<file path="src/rtl/hex_token_fsm.sv">
// Recogniser for delimited hexadecimal tokens in the classified-character stream.
// Accumulates MIN_LEN..MAX_LEN hex digits between two NUL delimiters, with an optional 0x/0X prefix.
module hex_token_fsm #(
   parameter int MIN_LEN      = 8,
   parameter int MAX_LEN      = 8,
   parameter int ALLOW_PREFIX = 0,
   parameter int LOWER_OK     = 1,
   parameter int CNT_W        = $clog2(MAX_LEN + 1),
   parameter int VW           = 4 * MAX_LEN
) (
   input  logic             clk,
   input  logic             rst,
   input  logic             valid,
   input  logic [7:0]       char,
   input  logic             start_stop,
   input  logic             hex_digit,
   input  logic             error_verify,
   output logic [2:0]       state,
   output logic             done,
   output logic             err,
   output logic [VW-1:0]    value,
   output logic [CNT_W-1:0] len,
   output logic             busy
);

   // state  | meaning
   // IDLE   | waiting for the leading NUL of a token
   // START  | leading NUL seen, value/len cleared, expecting first digit
   // STOP   | token accepted; done is high for this single cycle
   // ERROR  | token rejected; term says whether a delimiter caused it
   // DIGIT  | accumulating hex digits
   // PFX0   | first digit was '0' and a prefix is allowed; acts as DIGIT
   // PFX_X  | 0x/0X prefix consumed, expecting first real digit
   typedef enum logic [2:0] {
      S_IDLE  = 3'd0,
      S_START = 3'd1,
      S_STOP  = 3'd2,
      S_ERROR = 3'd3,
      S_DIGIT = 3'd4,
      S_PFX0  = 3'd5,
      S_PFX_X = 3'd6
   } state_t;

   localparam logic [CNT_W-1:0] MIN_CNT = CNT_W'(MIN_LEN);
   localparam logic [CNT_W-1:0] MAX_CNT = CNT_W'(MAX_LEN);

   state_t           cur_state;
   state_t           nxt_state;
   logic [VW-1:0]    value_q;
   logic [VW-1:0]    nxt_value;
   logic [CNT_W-1:0] len_q;
   logic [CNT_W-1:0] nxt_len;
   logic             term_q;
   logic             nxt_term;
   logic             err_q;

   logic             is_lower;
   logic             is_x;
   logic             is_hex;
   logic             is_zero;
   logic             take_digit;
   logic [3:0]       nib;
   logic [VW-1:0]    shifted;

   assign is_lower = (char >= 8'h61) && (char <= 8'h66);
   assign is_x     = (char == 8'h78) || (char == 8'h58);
   assign is_zero  = (char == 8'h30);
   // A delimiter always takes priority over a hex flag on the same character.
   assign is_hex   = hex_digit && !start_stop && ((LOWER_OK != 0) || !is_lower);

   // Letters A-F / a-f all carry 1..6 in the low nibble; digits carry their value directly.
   assign nib = char[6] ? (char[3:0] + 4'd9) : char[3:0];

   generate
      if (VW > 4) begin : g_shift_wide
         assign shifted = {value_q[VW-5:0], nib};
      end else begin : g_shift_one
         assign shifted = nib;
      end
   endgenerate

   always_comb begin
      nxt_state  = cur_state;
      nxt_value  = value_q;
      nxt_len    = len_q;
      nxt_term   = term_q;
      take_digit = 1'b0;

      case (cur_state)
         S_IDLE: begin
            if (valid && start_stop) begin
               nxt_state = S_START;
               nxt_value = '0;
               nxt_len   = '0;
            end
         end

         S_START: begin
            if (valid) begin
               if (start_stop) begin
                  nxt_state = S_ERROR;
                  nxt_term  = 1'b1;
               end else if (is_hex) begin
                  take_digit = 1'b1;
                  nxt_state  = ((ALLOW_PREFIX != 0) && is_zero) ? S_PFX0 : S_DIGIT;
               end else begin
                  nxt_state = S_ERROR;
                  nxt_term  = 1'b0;
               end
            end
         end

         S_PFX_X: begin
            if (valid) begin
               if (start_stop) begin
                  nxt_state = S_ERROR;
                  nxt_term  = 1'b1;
               end else if (is_hex) begin
                  take_digit = 1'b1;
                  nxt_state  = S_DIGIT;
               end else begin
                  nxt_state = S_ERROR;
                  nxt_term  = 1'b0;
               end
            end
         end

         S_DIGIT, S_PFX0: begin
            if (valid) begin
               if (start_stop) begin
                  if (len_q >= MIN_CNT) begin
                     nxt_state = S_STOP;
                  end else begin
                     nxt_state = S_ERROR;
                     nxt_term  = 1'b1;
                  end
               end else if (is_hex) begin
                  if (len_q < MAX_CNT) begin
                     take_digit = 1'b1;
                     nxt_state  = S_DIGIT;
                  end else begin
                     nxt_state = S_ERROR;
                     nxt_term  = 1'b0;
                  end
               end else if ((cur_state == S_PFX0) && is_x) begin
                  // The leading '0' was a prefix, not a digit.
                  nxt_state = S_PFX_X;
                  nxt_value = '0;
                  nxt_len   = '0;
               end else begin
                  nxt_state = S_ERROR;
                  nxt_term  = 1'b0;
               end
            end
         end

         S_STOP: begin
            nxt_state = S_IDLE;
         end

         S_ERROR: begin
            if (error_verify || term_q || (valid && start_stop)) begin
               nxt_state = S_IDLE;
            end
         end

         default: begin
            nxt_state = S_IDLE;
         end
      endcase

      if (take_digit) begin
         nxt_value = shifted;
         nxt_len   = len_q + CNT_W'(1);
      end
   end

   always_ff @(posedge clk or posedge rst) begin
      if (rst) begin
         cur_state <= S_IDLE;
         value_q   <= '0;
         len_q     <= '0;
         term_q    <= 1'b0;
         err_q     <= 1'b0;
      end else begin
         cur_state <= nxt_state;
         value_q   <= nxt_value;
         len_q     <= nxt_len;
         term_q    <= nxt_term;
         err_q     <= (nxt_state == S_ERROR) && (cur_state != S_ERROR);
      end
   end

   assign state = cur_state;
   assign done  = (cur_state == S_STOP);
   assign busy  = (cur_state != S_IDLE);
   assign err   = err_q;
   assign value = value_q;
   assign len   = len_q;

endmodule

</file>
<file path="config.mk">
export PLATFORM = sky130hd
export DESIGN_NAME = hex_token_fsm
export DESIGN_NICKNAME = d
export VERILOG_FILES = /design/src/rtl/hex_token_fsm.sv
export SDC_FILE = /design/constraint.sdc
export NUM_CORES = 1
export LEC_CHECK = 0
export ABC_CLOCK_PERIOD_IN_PS = 3900
export CAP_MARGIN = 20
export CORE_MARGIN = 1.5
export CORE_UTILIZATION = 50
export CTS_CLUSTER_SIZE = 12
export DETAILED_ROUTE_END_ITERATION = 8
export MAX_ROUTING_LAYER = met4
export PLACE_DENSITY = 0.8
export SYNTH_ARGS = -nofsm -noshare
export SYNTH_HDL_FRONTEND = slang
export SYNTH_SLANG_ARGS = --single-unit
</file>
<file path="constraint.sdc">
create_clock -name clk -period 3.9 [get_ports clk]
set_input_delay 0.39 -clock clk [delete_from_list [all_inputs] [get_ports clk]]
set_output_delay 0.39 -clock clk [all_outputs]
set_load 0.02 [all_outputs]
</file>
======== Word level (Yosys, flattened, before mapping) ========
Cells that the tools add are included.
Widths: inputs -> output; s select.
cells by class
  $add $sub $neg .......................... 2
  multipliers ............................. 0
  divide/modulo/power cells ............... 0
  magnitude comparators ................... 2
  equality and inequality tests ........... 21
  shift-type cells ........................ 0
  muxes and demuxes ....................... 45
  bitwise gates (word level) .............. 0
  reductions and logical operators ........ 16
operators by type and width
  operator             number
  $mux 32              6
  $pmux 32 s2          1
  $mux 3               10
  $mux 4               7
  $ne 3x3->1 const B   7
  $mux 1               17
  $eq 8x7->1 const B   2
  $pmux 3 s4           1
  $eq 3x2->1 const B   3
  $eq 3x3->1 const B   3
  $ne 4x4->1 const B   2
  $pmux 4 s2           1
  $reduce_and 7->1     1
  $reduce_and 6->1     1
  $reduce_bool 3->1    2
  $add 4x1->4 const B  1
  $add 4x4->4 const B  1
  $ge 4x4->1 const B   1
  $logic_and 1x1->1    4
  $lt 4x4->1 const B   1
  $pmux 1 s2           2
  $reduce_or 2->1      2
  $eq 3x1->1 const B   1
  $logic_not 3->1      1
  other kinds (6)      8
word-level totals
  bits in registers ....................... 41
  latch bits .............................. 0
  memory bits (writable) .................. 0
  ROM bits ................................ 0
  input bits .............................. 14
  output and inout port bits .............. 42
  memories ................................ 0

======== Logic depth before layout (Yosys ltp) ========
  depth after elaboration ................. 10
  gate-level depth with buffers ........... 7

======== Least setup slack after synthesis ========
No wires, ideal clock.
  path kind ............................... reg-to-reg
  from .................................... reg cur_state[2], in the netlist state[2]
  to ...................................... reg term_q
  library setup time ...................... 0.125 ns
  arrival ................................. 1.751 ns
  required time ........................... 3.775 ns
  setup slack ............................. 2.024 ns
  cell stages (with the launch flop) ...... 6
  period minus slack after synthesis ...... 1.876 ns
  cells stage by stage .................... dfrtp_1 -> clkbuf_1 -> nand2_1 -> a2111o_1 -> a21oi_1 -> mux2_2
on the way
  word-level cells in the longest chain between the ends .. 4
ends and longest elaborated chain
  what                                          line     source
  start: declaration                            47       state_t cur_state;
  start signal: assignment                      186      cur_state <= nxt_state;
  $eq 3x3->1 (tied with other cells)            89, 145
  $reduce_or 2->1 (tied with other cells)       89       case (cur_state)
  $ne 4x4->1 (no line) (tied with other cells)  --
  $reduce_and 7->1 (no line)                    --
  end signal: assignment                        189      term_q <= nxt_term;
  end: declaration                              53       logic term_q;
Parallel ways exist; a longest one is shown, timed or not.
A chain may end at the register's enable or synchronous reset.

======== Final worst setup path ========
  from .................................... in valid
  to ...................................... reg len_q[3], in the netlist len[3]
on the way
  word-level cells in the longest chain between the ends .. 4
ends and longest elaborated chain
  what                                                       line     source
  start: declaration                                         13       input logic valid,
  $mux 1 (on tied branches)                                  129, 99
  $pmux 1 s2                                                 89
  $ne 3x3->1 (no line) or $reduce_bool 3->1 (tied branches)  --
  $reduce_and 6->1 (no line)                                 --
  end signal: assignment                                     188      len_q <= nxt_len;
  end: declaration                                           51       logic [CNT_W-1:0] len_q;
Parallel ways exist; a longest one is shown, timed or not.

==> results by group <==
Timing
  – Tightest Pin Transition: 0.518 ns
  – Max-slew violations: 0
  – Final worst-path cycle share: 0.617
  – PnR worst setup slack: 1.49 ns
  – Max_slew headroom: 0.651
  – Clock skew: 0.00436 ns
  – Hold Vio Cnt, Final: 0
  – Setup tns final: 0 ns
  – Fmax: 415 MHz
  – RSZ-0062 raised after global routing: false
  – Final setup viols: 0
  – Min cycle time layout: 2.41 ns

Die
  – Full die area: 4090 um2
  – Std-Cell Rows: 21
  – Core area: 3440 um2
  – # IOs: 56
  – Die H: 63.9 um
  – Initial core utilization: 0.539
  – Horiz. Die Dim: 63.9 um

Drt
  – First-pass DRT Iterations: 4
  – DRC Markers: 0
  – Routed length per instance: 16.2 um
  – Vias: 1521
  – Total length of routed wires: 4170 um
  – DRT antenna net count: 0
  – Initial DRC count: 79
  – Routed vias/inst: 5.92

GRT
  – Initial antenna violation count: 0
  – Vias in the first global route: 1466
  – Grt ovf: 0
  – GRT Overall Usage: 0.227
  – First-pass GRT wire length: 6890 um
  – Pin count of the biggest net entering global routing: 33

Placement
  – Port Buf Inserts: 54
  – DP HPWL: 2930 um
  – Setup WS pre-CTS: 1.24 ns
  – Gpl congestion: 0.811

Yosys
  – Sequential fraction of the synthesis area: 0.553
  – Async set or reset register ratio after synthesis: 1.00
  – Mean post-synth cell area: 11.8 um2
  – Syn Inst Count: 157
  – Mapped Area: 1860 um2
  – Predominant post-synthesis flop cell: dfrtp_1
  – FF+latch count, synth: 41
  – Dominant cells by area after synthesis: dfrtp_1 55%, a22o_1 15%, ha_1 2.7%
  – Post-synth top area cell: dfrtp_1
  – Commonest cells in the netlist: 41 x dfrtp_1, 32 x a22o_1, 10 x clkbuf_1
  – Most frequent cell after synthesis: dfrtp_1
  – Top cell type's share of synthesized area: 0.553
  – Count of cell types in the netlist: 40
  – Net Count, Synth: 175
  – Yosys warns: 0
  – EDFF count, synth: 0

Power
  – Maximum vdd drop: 0.000355 V
  – PwrDens: 588 nW/um2
  – Static leakage: 1.13 nW

Setup path
  – CP required: 4.11 ns
  – R2r setup slk: 1.76 ns
  – Crit. End Element: flop
  – R2R depth: 4
  – Worst setup path startpoint: valid
  – Startpoint Class: input port
  – Crit Path Max Fanout: 12
  – Critical setup path kind: input port to flop
  – R2r endpoint: len[3]
  – Worst r2r src: state[1]
  – Worst EP arrival: 2.62 ns

CTS
  – Clk root buf: clkbuf_8
  – Worst-case clock buffer depth: 2
  – CTS tree: built
  – Post-CTS Hold Buffers: 0
  – Worst-Skew Late Latency: 0.29 ns
  – Post-CTS Setup Repair Bufs: 0
  – Cts repair resizes: 0
  – CTS clk-pin slew, worst paths: 0.08 ns
  – CTS HTree Levels: 2
  – CTS sink count: 41
  – CTS buffer count: 5

Status
  – Status: complete, no violations

Min path
  – Hold Path Class: input port to asynchronous set/reset pin

Final layout
  – Share of layout cells above drive strength 1: 0.0806
  – Multi-input gate area: 763 um2
  – Storage element area: 1030 um2
  – Ant. Diodes: 0
  – Syn-to-layout area delta: 39.2%
  – Final nets: 228
  – Fill count: 240

Job
  – Max-Cap Viols: 0
registers in the layout, summed over array words and instances (netlist names):
signal and cells:
state 3, value 32, term_q 1, err 1
len 4
cell type report:
class,count,area share
clock buffers,6,0.0320
clock inverters,2,0.0145
multi-input cells,97,0.295
well taps,46,0.0223
inverters,7,0.0102
repair buffers,58,0.229
flip-flops and latches,41,0.397
critical path, stage by stage:
cell	delay, ns
clkdlybuf4s50_1	0.71
a21boi_0	0.34
or4b_1	0.61
or3_1	0.40
a21oi_1	0.17
logic make-up after synthesis:
kind of cell    count (synthesis)  synth area share
buf+inv                        19            0.0431
xor+xnor                        3            0.0142
simple gates                   30             0.105
compound gates                 56             0.235
fa+ha+maj                       4            0.0270
flops                          41             0.553
mux                             4            0.0229
layout by cell type, fill, tap and decap left out, drive strengths merged, types with 4 or more instances in the layout:
cell	n
clkdlybuf4s50	54
dfrtp	41
a22o	32
inv	7
a21oi	7
nand2	6
clkbuf	6
o21ai	5
ha	4
buf	4
how the worst max path moves through the flow:
| stage | endpoint | slack, ns | depth (start not counted) |
|---|---|---|---|
| final | len[3] | 1.49 | 5 |
| after global routing | len[3] | 1.47 | 5 |
| after CTS | len[3] | 1.53 | 5 |
| after detailed placement | len[3] | 1.24 | 5 |
| after global placement | len[3] | 1.37 | 5 |
| after floorplan | term_q | 2.02 | 5 |
per-layer routing:
layer / GRT usage / routed length, um / share of wire
met2: 0.368 / 2110 / 0.51
met3: 0.0581 / 211 / 0.051
met4: 0.0951 / 55 / 0.013
met5: - / 0 / 0
met1: 0.268 / 1790 / 0.43
stage by stage:
step / instance area, um2 / power, mW / hold slack [ns] / util / instances
floorplan: 1860 / 0.929 / 0.482 / - / 157
global placement: 2440 / 1.15 / 0.483 / 0.708 / 248
detailed placement: 2440 / 1.17 / 0.482 / 0.708 / 248
CTS: 2560 / 1.53 / 0.507 / 0.743 / 256
global route: 2580 / 1.61 / 0.339 / 0.751 / 257
finish: 2580 / 1.52 / 0.335 / 0.751 / 257
power by group:
part	leakage [nW]	switching [mW]	internal [mW]
Combinational	0.516	0.303	0.267
Clock	0.0574	0.141	0.208
Sequential	0.561	0.105	0.495
Total	1.13	0.549	0.971
Power figures use the tool's default switching activity.
